[config.mk]
export PLATFORM = sky130hd
export DESIGN_NAME = commit_fifo
export DESIGN_NICKNAME = d
export VERILOG_FILES = /design/src/rtl/commit_fifo.sv
export SDC_FILE = /design/constraint.sdc
export NUM_CORES = 1
export LEC_CHECK = 0
export CORE_MARGIN = 2
export CORE_UTILIZATION = 36
export CTS_CLUSTER_SIZE = 8
export DETAILED_ROUTE_END_ITERATION = 6
export PLACE_DENSITY = 0.62
export SETUP_SLACK_MARGIN = 0.1
export SLEW_MARGIN = 15
export SYNTH_ARGS = -nofsm -noshare
export SYNTH_HDL_FRONTEND = slang
export SYNTH_SLANG_ARGS = --single-unit
export TNS_END_PERCENT = 10
[constraint.sdc]
create_clock -name clk -period 5.17 [get_ports clk]
set_input_delay 1.2925 -clock clk [delete_from_list [all_inputs] [get_ports clk]]
set_output_delay 1.2925 -clock clk [all_outputs]
set_load 0.05 [all_outputs]
[src/rtl/commit_fifo.sv]
// Synchronous FIFO holding expected commits; head is presented combinationally.
module commit_fifo #(
  parameter int WIDTH = 37,
  parameter int DEPTH = 16
) (
  input  logic                     clk,
  input  logic                     reset,
  input  logic                     push,
  input  logic                     pop,
  input  logic [WIDTH-1:0]         din,
  output logic [WIDTH-1:0]         dout,
  output logic                     full,
  output logic                     empty,
  output logic [$clog2(DEPTH):0]   count
);

  localparam int AW = $clog2(DEPTH);
  localparam logic [AW:0]   DEPTH_C   = (AW+1)'(DEPTH);
  localparam logic [AW:0]   COUNT_ONE = (AW+1)'(1);
  localparam logic [AW-1:0] PTR_ONE   = AW'(1);

  logic [WIDTH-1:0] mem_q [DEPTH];
  logic [AW-1:0]    wr_ptr_q;
  logic [AW-1:0]    rd_ptr_q;
  logic [AW:0]      count_q;
  logic             do_push;
  logic             do_pop;

  assign full    = (count_q == DEPTH_C);
  assign empty   = (count_q == {(AW+1){1'b0}});
  assign do_push = push && !full;
  assign do_pop  = pop && !empty;
  assign dout    = mem_q[rd_ptr_q];
  assign count   = count_q;

  always_ff @(posedge clk) begin
    if (do_push) mem_q[wr_ptr_q] <= din;
  end

  // Pointers wrap on their own because DEPTH is a power of two.
  always_ff @(posedge clk or posedge reset) begin
    if (reset) begin
      wr_ptr_q <= {AW{1'b0}};
      rd_ptr_q <= {AW{1'b0}};
      count_q  <= {(AW+1){1'b0}};
    end else begin
      if (do_push) wr_ptr_q <= wr_ptr_q + PTR_ONE;
      if (do_pop)  rd_ptr_q <= rd_ptr_q + PTR_ONE;
      case ({do_push, do_pop})
        2'b10:   count_q <= count_q + COUNT_ONE;
        2'b01:   count_q <= count_q - COUNT_ONE;
        default: count_q <= count_q;
      endcase
    end
  end

endmodule

==> results.toml, run 1 <==
[clock_tree]
postCtsSetupRepairBufs = 0
clk_latency_ns = 0.60
cts.path.max_buffers = 3
htreeDepth = 3
cts_tree = "built"
postCtsHoldBufs = 0
clkTransAtPathRegs_ns = 0.05
root_buffer = "clkbuf_16"
cts_sinks = 605
cts_inserted_buffers = 85
cts_resized = 0

[pwr]
vdd_drop_max_uv = 326
leakage_nw = 9.14
cellPowerDensity_mw_per_mm2 = 612

[synth]
ys_seq_area_share_pct = 77.1
yosys_warnings = 0
synthMuxAreaShare_pct = 13.7
synth_top_family_by_area = "multiplexers"
syn_avg_cell_area_um2 = 19.7
synth-simple-area-share_pct = 1.41
synth_nets = 1244
ys_seq_elements = 605
syn_area_mm2 = 0.0235
synth_xor_area_share_pct = 0.373
synth_compound_area_share_pct = 5.09
syn_inst = 1193
synth_fa_ha_area_share_pct = 0.565
synthDistinctLibCells = 31

[timing]
worstMarginPinSlew_ns = 0.923
drv_slew = 0
skew_ns = 0.0210
maxSlewHeadroom_pct = 38.5
timing_hold_violations_final = 0
post-route-min-period_ns = 4.93
postLayoutSetupSlackWorst_ns = 0.244
fin_crit_sh_pct = 95.3
setup_viol = 0
hold_slack_ns = 0.517
fin_tns_setup_ns = 0
rsz0062_at_grt = "yes"
fmax_ghz = 0.203

[setup_path]
start_kind = "flop"
cp-end-kind = "primary output"
path_buf_inv = 2
critical-path-top-delay-family = "buffers and inverters"
r2r_setup_slack_ns = 2.09
worstReg2RegStart = "count[0]"
crit_path_max_incr_delay_ns = 0.80
crit_fanout = 56
worstPathCellList = "buf_4 > mux4_2 > a22oi_1 > nand2_1 > clkdlybuf4s50_1"
worstPathArrival_ns = 3.63
r2r_cells = 12
crit_required_ns = 3.88
cp_num_cells = 5
slowest_stage = "buf_4"
worstReg2RegEnd = "count[4]"
critPathKind = "reg2out"

[die]
die_w_um = 259
die_area_mm2 = 0.0673
rows = 93
io_pins = 85
start_util_pct = 36.4
core_mm2 = 0.0645
die_h_um = 259

[place]
dp_hpwl_um = 27000
dp_slack_ns = 0.822
port_buffers = 84
gp_congestion = 0.713

[min_path]
whs_path_depth = 1
hp-start = "count[4]"
hold_class = "reg2reg"
whs_endpoint = "count[4]"

[global_routing]
track_usage_pct = 15.8
grt_pass1_vias = 12400
grt_overflow = 0
grt_pass1_wl_um = 78500
antenna_found_initial = 2
grt_start_max_net_pins = 58

[route]
drt-vias-per-instance = 5.28
postRouteWirelength_um = 52400
first_pass_iters = 7
drc = 0
drt_iter0_drc = 889
wl_per_cell_um = 23.6
ant_nets = 0
vias = 11700

[final_layout]
fillers = 5592
syn2layout_area_growth_pct = 18.8
diodes = 0
drive_gt1_share_pct = 19.4
nets = 1387

[flow_run]
maxCapViolCount = 0

[status]
status = "complete, no violations"
## cell type report
| class | instances | area (um^2) | area share, % |
|---|---|---|---|
| Inverter | 9 | 33.8 | 0.121 |
| Clock inverter | 4 | 50.0 | 0.179 |
| Clock buffer | 115 | 2280 | 8.18 |
| Timing Repair Buffer | 122 | 1260 | 4.53 |
| Sequential cell | 605 | 18100 | 64.9 |
| Tap cell | 855 | 1070 | 3.84 |
| Multi-Input combinational cell | 513 | 5080 | 18.2 |
## state kept, by name (all words and copies together) (netlist names)
name / count
mem_q: 592
count: 5
wr_ptr_q: 4
rd_ptr_q: 4
## routing by layer
metal / vias up / wire length, um / global-route usage [%]
met5: - / 26 / 0
met4: 4 / 903 / 4.73
met3: 74 / 2440 / 2.69
met2: 305 / 26900 / 27.2
met1: 6197 / 22100 / 20.4
li1: 5153 / - / -
## worst reg2reg max path, stage by stage, from the launching register on
cell and delay, ns:
dfrtp_1 0.43, nor4_1 0.38, nand2_1 0.12, and2_1 0.26, inv_1 0.09, ha_1 0.25
inv_1 0.11, fa_1 0.42, nor2b_1 0.12, o21ai_0 0.11, nand3_1 0.10, or3b_2 0.45
xnor2_1 0.13
## synthesized netlist by cell type
cell      count  area share (%)
mux2_2       38             1.8
dfrtp_1      13             1.4
or3b_2        1           0.037
clkbuf_1     29            0.46
a21o_1        1           0.032
inv_1         9            0.14
nand4_1       1           0.027
a221oi_1     37             1.4
and2b_1       1           0.032
nand2b_1      3           0.080
o21ai_0      78             1.7
edfxtp_1    592              76
buf_1         7            0.11
xnor2_1       7            0.26
xor2_1        3            0.11
buf_2        11            0.23
buf_6        15            0.72
fa_1          1           0.085
nor2_1       12            0.19
nor4_1        1           0.027
nand2_1      47            0.75
mux2i_1     112             4.8
nand3_1       2           0.043
nor2b_1       3           0.080
a22oi_1      37             1.2
and2_1        2           0.053
a21oi_1      39            0.83
ha_1          9            0.48
buf_4         4            0.13
mux4_2       74             7.1
nor3_1        4           0.085
## cells in the final DEF, fill, tap and decap left out, types with 11 or more instances in the layout
cell type | netlist | layout
edfxtp_1 | 592 | 592
clkdlybuf4s50_1 | 0 | 84
mux4_2 | 74 | 74
buf_4 | 4 | 27
mux2_2 | 38 | 38
mux2i_1 | 112 | 112
o21ai_0 | 78 | 78
nor2_4 | 0 | 12
clkbuf_1 | 29 | 28
clkbuf_16 | 0 | 87
nand2_1 | 47 | 47
a22oi_1 | 37 | 37
buf_12 | 0 | 11
a221oi_1 | 37 | 37
a21oi_1 | 39 | 39
## stage by stage
stage,cell area [um^2],power (mW),utilization (%),std cells
after floorplan,23500,10.3,-,1193
after global placement,25600,12.3,39.7,2104
after detailed placement,25600,12.4,39.7,2104
after CTS,27900,17.3,43.3,2223
after global routing,27900,17.9,43.3,2223
final,27900,17.1,43.3,2223
## report_power, final
part,switching [mW],internal (mW)
clock network,1.87,3.02
registers,0.298,5.94
logic,3.75,2.21
total,5.91,11.2
## kinds of logic (layout without fill, tap and decap cells)
logic type,Yosys count,after routing
multiplexers,224,224
buffers and inverters,75,250
XOR/XNOR,10,10
adder cells (fa/ha/maj),10,10
AO/OA/AOI/OAI,192,192
AND/OR/NAND/NOR,77,77
flip-flops,605,605
## how the worst max path moves through the flow
stage,startpoint,end,slack [ns]
final,rd_ptr_q[1],dout[23],0.24
after floorplan,push,mem_q[3][0],0.45
after global placement,rd_ptr_q[1],dout[23],0.82
after global routing,rd_ptr_q[1],dout[11],0.09
after detailed placement,rd_ptr_q[1],dout[23],0.82
after CTS,rd_ptr_q[1],dout[23],0.17
Note: power is estimated with default switching activity, not from simulation.
==> inputs of run 2 (changes only) <==
--- a/config.mk
+++ b/config.mk
@@ -5,11 +5,12 @@
 export SDC_FILE = /design/constraint.sdc
 export NUM_CORES = 1
 export LEC_CHECK = 0
+export CAP_MARGIN = 25
 export CORE_MARGIN = 2
-export CORE_UTILIZATION = 36
+export CORE_UTILIZATION = 38
 export CTS_CLUSTER_SIZE = 8
 export DETAILED_ROUTE_END_ITERATION = 6
-export PLACE_DENSITY = 0.62
+export PLACE_DENSITY = 0.64
 export SETUP_SLACK_MARGIN = 0.1
 export SLEW_MARGIN = 15
 export SYNTH_ARGS = -nofsm -noshare
==> results.toml, run 2 (same netlist as run 1, synthesis figures left out) <==
[timing]
maxSlewHeadroom_pct = 39.3
worstMarginPinSlew_ns = 0.911
post-route-min-period_ns = 4.75
fin_tns_setup_ns = 0
timing_hold_violations_final = 0
skew_ns = 0.0217
fin_crit_sh_pct = 91.8
rsz0062_at_grt = "no"
setup_viol = 0
drv_slew = 0
postLayoutSetupSlackWorst_ns = 0.423
fmax_ghz = 0.211

[route]
drc = 0
vias = 11600
postRouteWirelength_um = 53100
wl_per_cell_um = 24.6
first_pass_iters = 5
drt-vias-per-instance = 5.39
ant_nets = 0
drt_iter0_drc = 944

[place]
gp_congestion = 0.722
port_buffers = 84
dp_slack_ns = 0.879
dp_hpwl_um = 27900

[clock_tree]
cts_inserted_buffers = 86
clkTransAtPathRegs_ns = 0.05
htreeDepth = 3
clk_latency_ns = 0.61
cts_tree = "built"
cts_sinks = 605
root_buffer = "clkbuf_16"
cts.path.max_buffers = 3
postCtsHoldBufs = 0

[setup_path]
cp-end-kind = "primary output"
start_kind = "flop"
critPathKind = "reg2out"
worstPathArrival_ns = 3.45
crit_required_ns = 3.88
crit_fanout = 16

[global_routing]
grt_start_max_net_pins = 46
antenna_found_initial = 3
grt_pass1_vias = 11900
track_usage_pct = 16.8
grt_overflow = 0
grt_pass1_wl_um = 78100

[die]
die_area_mm2 = 0.0638
die_h_um = 253
start_util_pct = 38.3
rows = 91
die_w_um = 253
io_pins = 85
core_mm2 = 0.0614

[final_layout]
layout_common_cells = "edfxtp_1 (592), mux2i_1 (112), clkbuf_16 (89)"
syn2layout_area_growth_pct = 18.8
largest_register_ffs = 592
nets = 1391
regMostFlops = "mem_q"
final_common_cell = "edfxtp_1"
drive_gt1_share_pct = 19.7

[pwr]
vdd_drop_max_uv = 338
leakage_nw = 9.19
cellPowerDensity_mw_per_mm2 = 616

[flow_run]
maxCapViolCount = 0

[status]
status = "complete, no violations"

[min_path]
hold_class = "reg2reg"
run 2: cell count changes in the layout (fill, tap and decap cells not counted), moves of 2 or more:
cell | before | now
diode_2 | 0 | 2
clkinv_8 | 2 | 0
clkbuf_16 | 87 | 89
clkbuf_1 | 28 | 19
inv_16 | 0 | 2
inv_6 | 2 | 0
buf_12 | 11 | 14
run 2: worst max-delay path: stages, from the launching register on:
cell             delay [ns]
dfrtp_2                0.56
nor2b_4                0.65
buf_4                  0.38
a221oi_1               0.15
a22oi_1                0.21
nand2_1                0.14
clkdlybuf4s50_1        0.73
run 2: repair_timing:
action | in CTS | in global routing
buffers inserted | 0 | 1
endpoints found under the setup margin | 0 | 9
resized for setup | 0 | 0
run 2: per-stage QoR:
stage               utilization, %  power [mW]  hold slack, ns  cells  instance area (um^2)
detailed placement            41.6        12.4           0.540   2041                 25500
floorplan                        -        10.3           0.574   1193                 23500
CTS                           45.4        17.4           0.555   2153                 27900
finish                        45.5        17.2           0.538   2156                 27900
global placement              41.6        12.3           0.507   2041                 25500
global route                  45.5        17.9           0.584   2156                 27900
run 2: where the power goes:
part	total [mW]	leakage (nW)	internal [mW]	switching, mW
registers	6.23	5.50	5.94	0.287
logic	5.99	2.55	2.22	3.77
clock network	4.96	1.14	3.06	1.90
run 2: path summary, 6_finish.rpt:
kind                             start          end  slack (ns)  cells after the start
setup / recovery           rd_ptr_q[2]     dout[34]        0.42                      6
hold / removal                count[4]     count[4]        0.54                      1
setup reg to reg              count[0]     count[4]        2.12                     12
hold reg to reg               count[4]     count[4]        0.54                      1
max in group asynchronous        reset  rd_ptr_q[0]        3.66                      2
min in group asynchronous        reset     count[1]        1.05                      2
run 2: metal layers:
layer / routed length (um) / track usage [%] / up-vias
met5: 13 / 0 / -
met4: 1010 / 4.97 / 2
met3: 2720 / 3.32 / 74
met2: 26700 / 28.0 / 307
met1: 22700 / 22.3 / 6098
li1: - / - / 5150
run 2: area by class of cell:
type / count / area (um^2)
inverters: 9 / 33.8
fillers: 5100 / 33500
flip-flops and latches: 605 / 18100
well taps: 790 / 988
multi-input cells: 513 / 5080
diodes: 2 / 5.00
clock inverters: 4 / 52.6
clock buffers: 108 / 2300
repair buffers: 125 / 1320
==> inputs of run 3 (changes only) <==
--- a/config.mk
+++ b/config.mk
@@ -12,8 +12,8 @@
 export DETAILED_ROUTE_END_ITERATION = 6
 export PLACE_DENSITY = 0.64
 export SETUP_SLACK_MARGIN = 0.1
-export SLEW_MARGIN = 15
+export SLEW_MARGIN = 10
 export SYNTH_ARGS = -nofsm -noshare
 export SYNTH_HDL_FRONTEND = slang
 export SYNTH_SLANG_ARGS = --single-unit
-export TNS_END_PERCENT = 10
+export TNS_END_PERCENT = 20
==> results of run 3 <==
No change in the layout: final DEF, timing and power equal those of run 2.
==> edit 1, RTL diff (config.mk and constraints of run 3) <==
Set the parameter `DEPTH` to 32 (it was 16).
--- a/src/rtl/commit_fifo.sv
+++ b/src/rtl/commit_fifo.sv
@@ -2,5 +2,5 @@
 module commit_fifo #(
   parameter int WIDTH = 37,
-  parameter int DEPTH = 16
+  parameter int DEPTH = 32
 ) (
   input  logic                     clk,
Interface: changed (resized count); port bits go from 85 to 86. The function was not compared with the original's and may differ.
==> edit 1 against run 3 <==
Maximum frequency shrank 2.6%; combinational power grew 60%; first-iteration DRC count increased by 140%; critical path depth unchanged; global-route usage increased by 1.5 points; clock power rose by 98%; setup slack lost 0.13 ns; cell count up 84%; total power up 81%; sequential cell count grew 595; design area grew 95%; wire length rose by 110%; synthesized area up 95%; largest cell class unchanged; highest routed layer unchanged.
==> edit 1: results (changes against run 3) <==
[placement]
dpl.hpwl_um = 59200  ; was 27900 µm
place_area_um2 = 49200  ; was 25500 µm²
place_inst = 3727  ; was 2041
portBuffers = 85  ; was 84
place_congestion = 0.793  ; was 0.722
place_ws_ns = 1.01  ; was 0.879 ns

[setup_path]
critPathTopFamily = flip-flops  ; was buffers and inverters
crit_slowest_cell = dfrtp_4  ; was clkdlybuf4s50_1
crit_fanout = 31  ; was 16
critPathArrivalTime_ns = 3.58  ; was 3.45 ns
cp_slowest_stage_delay_ns = 0.88  ; was 0.73 ns

[global_routing]
grt_max_degree = 79  ; was 46
first_global_vias = 23500  ; was 11900
met3_usage = 0.0354  ; was 0.0332
grtUsageMet1 = 0.240  ; was 0.223
track_usage = 0.183  ; was 0.168
use_met2 = 0.306  ; was 0.280
grt_pass1_wl_um = 162000  ; was 78100 µm

[timing]
fin_skew_ns = 0.0316  ; was 0.0217 ns
tightestPinTransition_ns = 1.01  ; was 0.911 ns

[synth]
synth.area.top_cells = edfxtp_1 78%, mux4_2 11%, mux2i_1 3.2%, a22oi_1 1.8%, o221ai_1 1.4%  ; was edfxtp_1 76%, mux4_2 7.1%, mux2i_1 4.8%, mux2_2 1.8%, o21ai_0 1.7%
ys_types = 49  ; was 31
synth_edf_count = 1184  ; was 592
avgSynthCellArea_um2 = 22.1  ; was 19.7 µm²
seq_area_frac_synth = 0.786  ; was 0.771
postSynth.asyncResetShare = 0.0133  ; was 0.0215
ys_warn_count = 0  ; unchanged
synth_common_cells = 1184 x edfxtp_1, 223 x mux4_2, 148 x mux2i_1  ; was 592 x edfxtp_1, 112 x mux2i_1, 78 x o21ai_0
synth_fa_ha_area_frac = 0.00317  ; was 0.00565
synthMuxAreaShare = 0.143  ; was 0.137
synthXorXnorAreaFrac = 0.00211  ; was 0.00373
syn-num-nets = 2119  ; was 1244
synth_compound_area_frac = 0.0435  ; was 0.0509

[floorplanning]
rows = 127  ; was 91

[clocking]
cts_root_buf = clkbuf_16  ; unchanged
clk_path_buf_depth = 3  ; unchanged
clk_latency_ns = 0.76  ; was 0.61 ns
cts_buffers = 169  ; was 86
htree_levels = 4  ; was 3
ctsResizeCount = 0  ; unchanged

[layout]
drive_above_1_share = 0.259  ; was 0.197
nNetsFinal = 2365  ; was 1391
fin_cells = 3968  ; was 2156
largest_register_ffs = 1184  ; was 592

[power]
p_leak_uw = 0.0173  ; was 0.00919 µW
vdd_drop_max_uv = 371  ; was 338 µV

[drt]
drt-initial-drc-count = 2272  ; was 944
wl_per_cell_um = 28.3  ; was 24.6 µm
vias = 22400  ; was 11600

[hold_path]
hold_path.class = flip-flop to flip-flop  ; unchanged

[outcome]
outcome = finished, final reports clean  ; unchanged

==> edit 1: cell count changes after synthesis, sizes merged, moves of 38 or more <==
cell / before / now
a22oi: 37 / 108
mux4: 74 / 223
o21ai: 78 / 7
o221ai: 0 / 72
buf: 37 / 75
edfxtp: 592 / 1184
==> edit 1: metal layers <==
layer  wire length, µm  vias to the layer above
li1                  -                     9280
met3              7500                      199
met2             56100                      875
met1             45500                    12100
met5                27                        -
met4              3120                        4
==> edit 1: layout make-up <==
type                    count  area (µm²)
clock inverters            17         307
clock buffers             196        4370
inverters                  10        37.5
repair buffers            194        2250
fillers                  9797       65300
multi-input cells         738        9380
diodes                      1        2.50
well taps                1612        2020
flip-flops and latches   1200       36000
==> edit 1: path summary, 6_finish.rpt <==
| check | start | end | slack [ns] | cells after the start |
|---|---|---|---|---|
| hold reg to reg | count[2]$_DFFE_PP0P_ | count[2]$_DFFE_PP0P_ | 0.58 | 2 |
| setup reg to reg | count[0]$_DFFE_PP0P_ | count[5]$_DFFE_PP0P_ | 1.87 | 9 |
| hold / removal | count[2]$_DFFE_PP0P_ | count[2]$_DFFE_PP0P_ | 0.58 | 2 |
| min in group asynchronous | reset | count[0]$_DFFE_PP0P_ | 0.95 | 2 |
| max in group asynchronous | reset | rd_ptr_q[2]$_DFFE_PP0P_ | 3.66 | 2 |
| setup / recovery | rd_ptr_q[0]$_DFFE_PP0P_ | dout[4] | 0.29 | 6 |
==> edit 1: power by group <==
group          internal (µW)  switching (µW)
Clock                   5920            3920
Sequential             11400             359
Combinational           3690            5870
==> edit 2, RTL diff (config.mk and constraints of run 3) <==
Made on the original files. Compare `count_q` against `DEPTH_C` with >= in place of ==.
--- a/src/rtl/commit_fifo.sv
+++ b/src/rtl/commit_fifo.sv
@@ -27,5 +27,5 @@
   logic             do_pop;
 
-  assign full    = (count_q == DEPTH_C);
+  assign full    = (count_q >= DEPTH_C);
   assign empty   = (count_q == {(AW+1){1'b0}});
   assign do_push = push && !full;
Check against the original RTL: no difference found for any inputs over 4 cycles, from zero or initial values and one cycle with reset high; that may be too few to reach the edited logic, so the function may still have changed.
==> edit 2 against run 3 <==
Setup slack worse by 0.019 ns; via count is 1.5% higher; sequential share of layout area up 0.14 points; design area shrank 0.22%; synthesized cell count hardly changed; wire length barely moved; synthesized area did not move; sequential cell count unchanged; total power fell by 3.0%; clock power is 2% lower; largest cell class unchanged; highest routed layer is now met4.
==> edit 2: results (changes against run 3) <==
[global_routing]
use_met2 = 0.275  ; was 0.280
grt_max_degree = 57  ; was 46
first_global_vias = 12200  ; was 11900
met3_usage = 0.0340  ; was 0.0332
grtUsageMet1 = 0.228  ; was 0.223
antenna_found_initial = 2  ; was 3
grt_pass1_wl_um = 79200  ; was 78100 µm

[synth]
synth_common_cells = 592 x edfxtp_1, 112 x mux2i_1, 78 x o21ai_0  ; unchanged
synth.area.top_cells = edfxtp_1 76%, mux4_2 7.1%, mux2i_1 4.8%, mux2_2 1.8%, o21ai_0 1.7%  ; unchanged
ys_types = 32  ; was 31
synthMuxAreaShare = 0.137  ; about the same

[power]
powerComb_uw = 5770  ; was 5990 µW
power_switching_uw = 5750  ; was 5960 µW
vdd_drop_max_uv = 427  ; was 338 µV
power_frac_clock = 0.292  ; was 0.289

[clocking]
cts_buffers = 85  ; was 86

[timing]
fin_skew_ns = 0.0268  ; was 0.0217 ns
tightestPinTransition_ns = 0.966  ; was 0.911 ns
worst_hold_slack_ns = 0.539  ; was 0.538 ns

[drt]
first_pass_iters = 7  ; was 5
drt-initial-drc-count = 1057  ; was 944
top_layer = met4  ; was met5
wl_met2_um = 26200  ; was 26700 µm
met3_length_um = 2730  ; was 2720 µm
viasPerCell = 5.47  ; was 5.39
drt-met1-wl_um = 23000  ; was 22700 µm

[placement]
place_ws_ns = 0.767  ; was 0.879 ns
dpl.hpwl_um = 29400  ; was 27900 µm

[hold_path]
hold-path-endpoint = count[3]$_DFFE_PP0P_  ; was count[4]$_DFFE_PP0P_
hold_start = count[3]$_DFFE_PP0P_  ; was count[4]$_DFFE_PP0P_
hold_depth = 2  ; was 1

[outcome]
outcome = finished, final reports clean  ; unchanged

[layout]
clkbuf_count = 104  ; was 108
nNetsFinal = 1394  ; was 1391
design.seq.count = 605  ; unchanged
clockNetworkAreaShare = 0.0822  ; was 0.0843
fillers = 5129  ; was 5100
multiInputGateArea_um2 = 5080  ; about the same
multi_input_cells = 512  ; was 513
buffer_area_frac = 0.0477  ; was 0.0475

[setup_path]
regToRegStartpoint = count[1]$_DFFE_PP0P_  ; was count[0]$_DFFE_PP0P_
cp_slowest_stage_delay_ns = 0.82  ; was 0.73 ns
reg2reg_depth = 11  ; was 12
critPathLaunch = rd_ptr_q[0]$_DFFE_PP0P_  ; was rd_ptr_q[2]$_DFFE_PP0P_
r2r_setup_slack_ns = 2.15  ; was 2.12 ns
crit_fanout = 31  ; was 16
critPathArrivalTime_ns = 3.47  ; was 3.45 ns

edit 2: cell count changes after synthesis, sizes merged:
| cell | run 3 | this run |
|---|---|---|
| clkbuf | 29 | 31 |
| inv | 9 | 8 |
| nor4 | 1 | 0 |
| and2 | 2 | 1 |
| and2b | 1 | 0 |
| nor2b | 3 | 4 |
| buf | 37 | 36 |
| nand2 | 47 | 46 |
| or4 | 0 | 1 |
| nor2 | 12 | 13 |
edit 2: worst max path at each step:
stage	end	slack (ns)	depth (start not counted)
final	dout[3]	0.40	7
after global routing	dout[3]	0.14	7
after CTS	dout[22]	0.14	6
after detailed placement	dout[22]	0.77	6
after global placement	dout[18]	0.81	6
after floorplan	mem_q[3][0]$_DFFE_PP_	0.30	4
edit 2: stage by stage:
step           cell area, µm²  total power (µW)  cells
3_5_place_dp            25500             11900   2045
3_3_place_gp            25500             11800   2045
4_1_cts                 27800             16800   2155
2_1_floorplan           23500             10000   1192
5_1_grt                 27800             17400   2157
6_report                27800             16700   2158
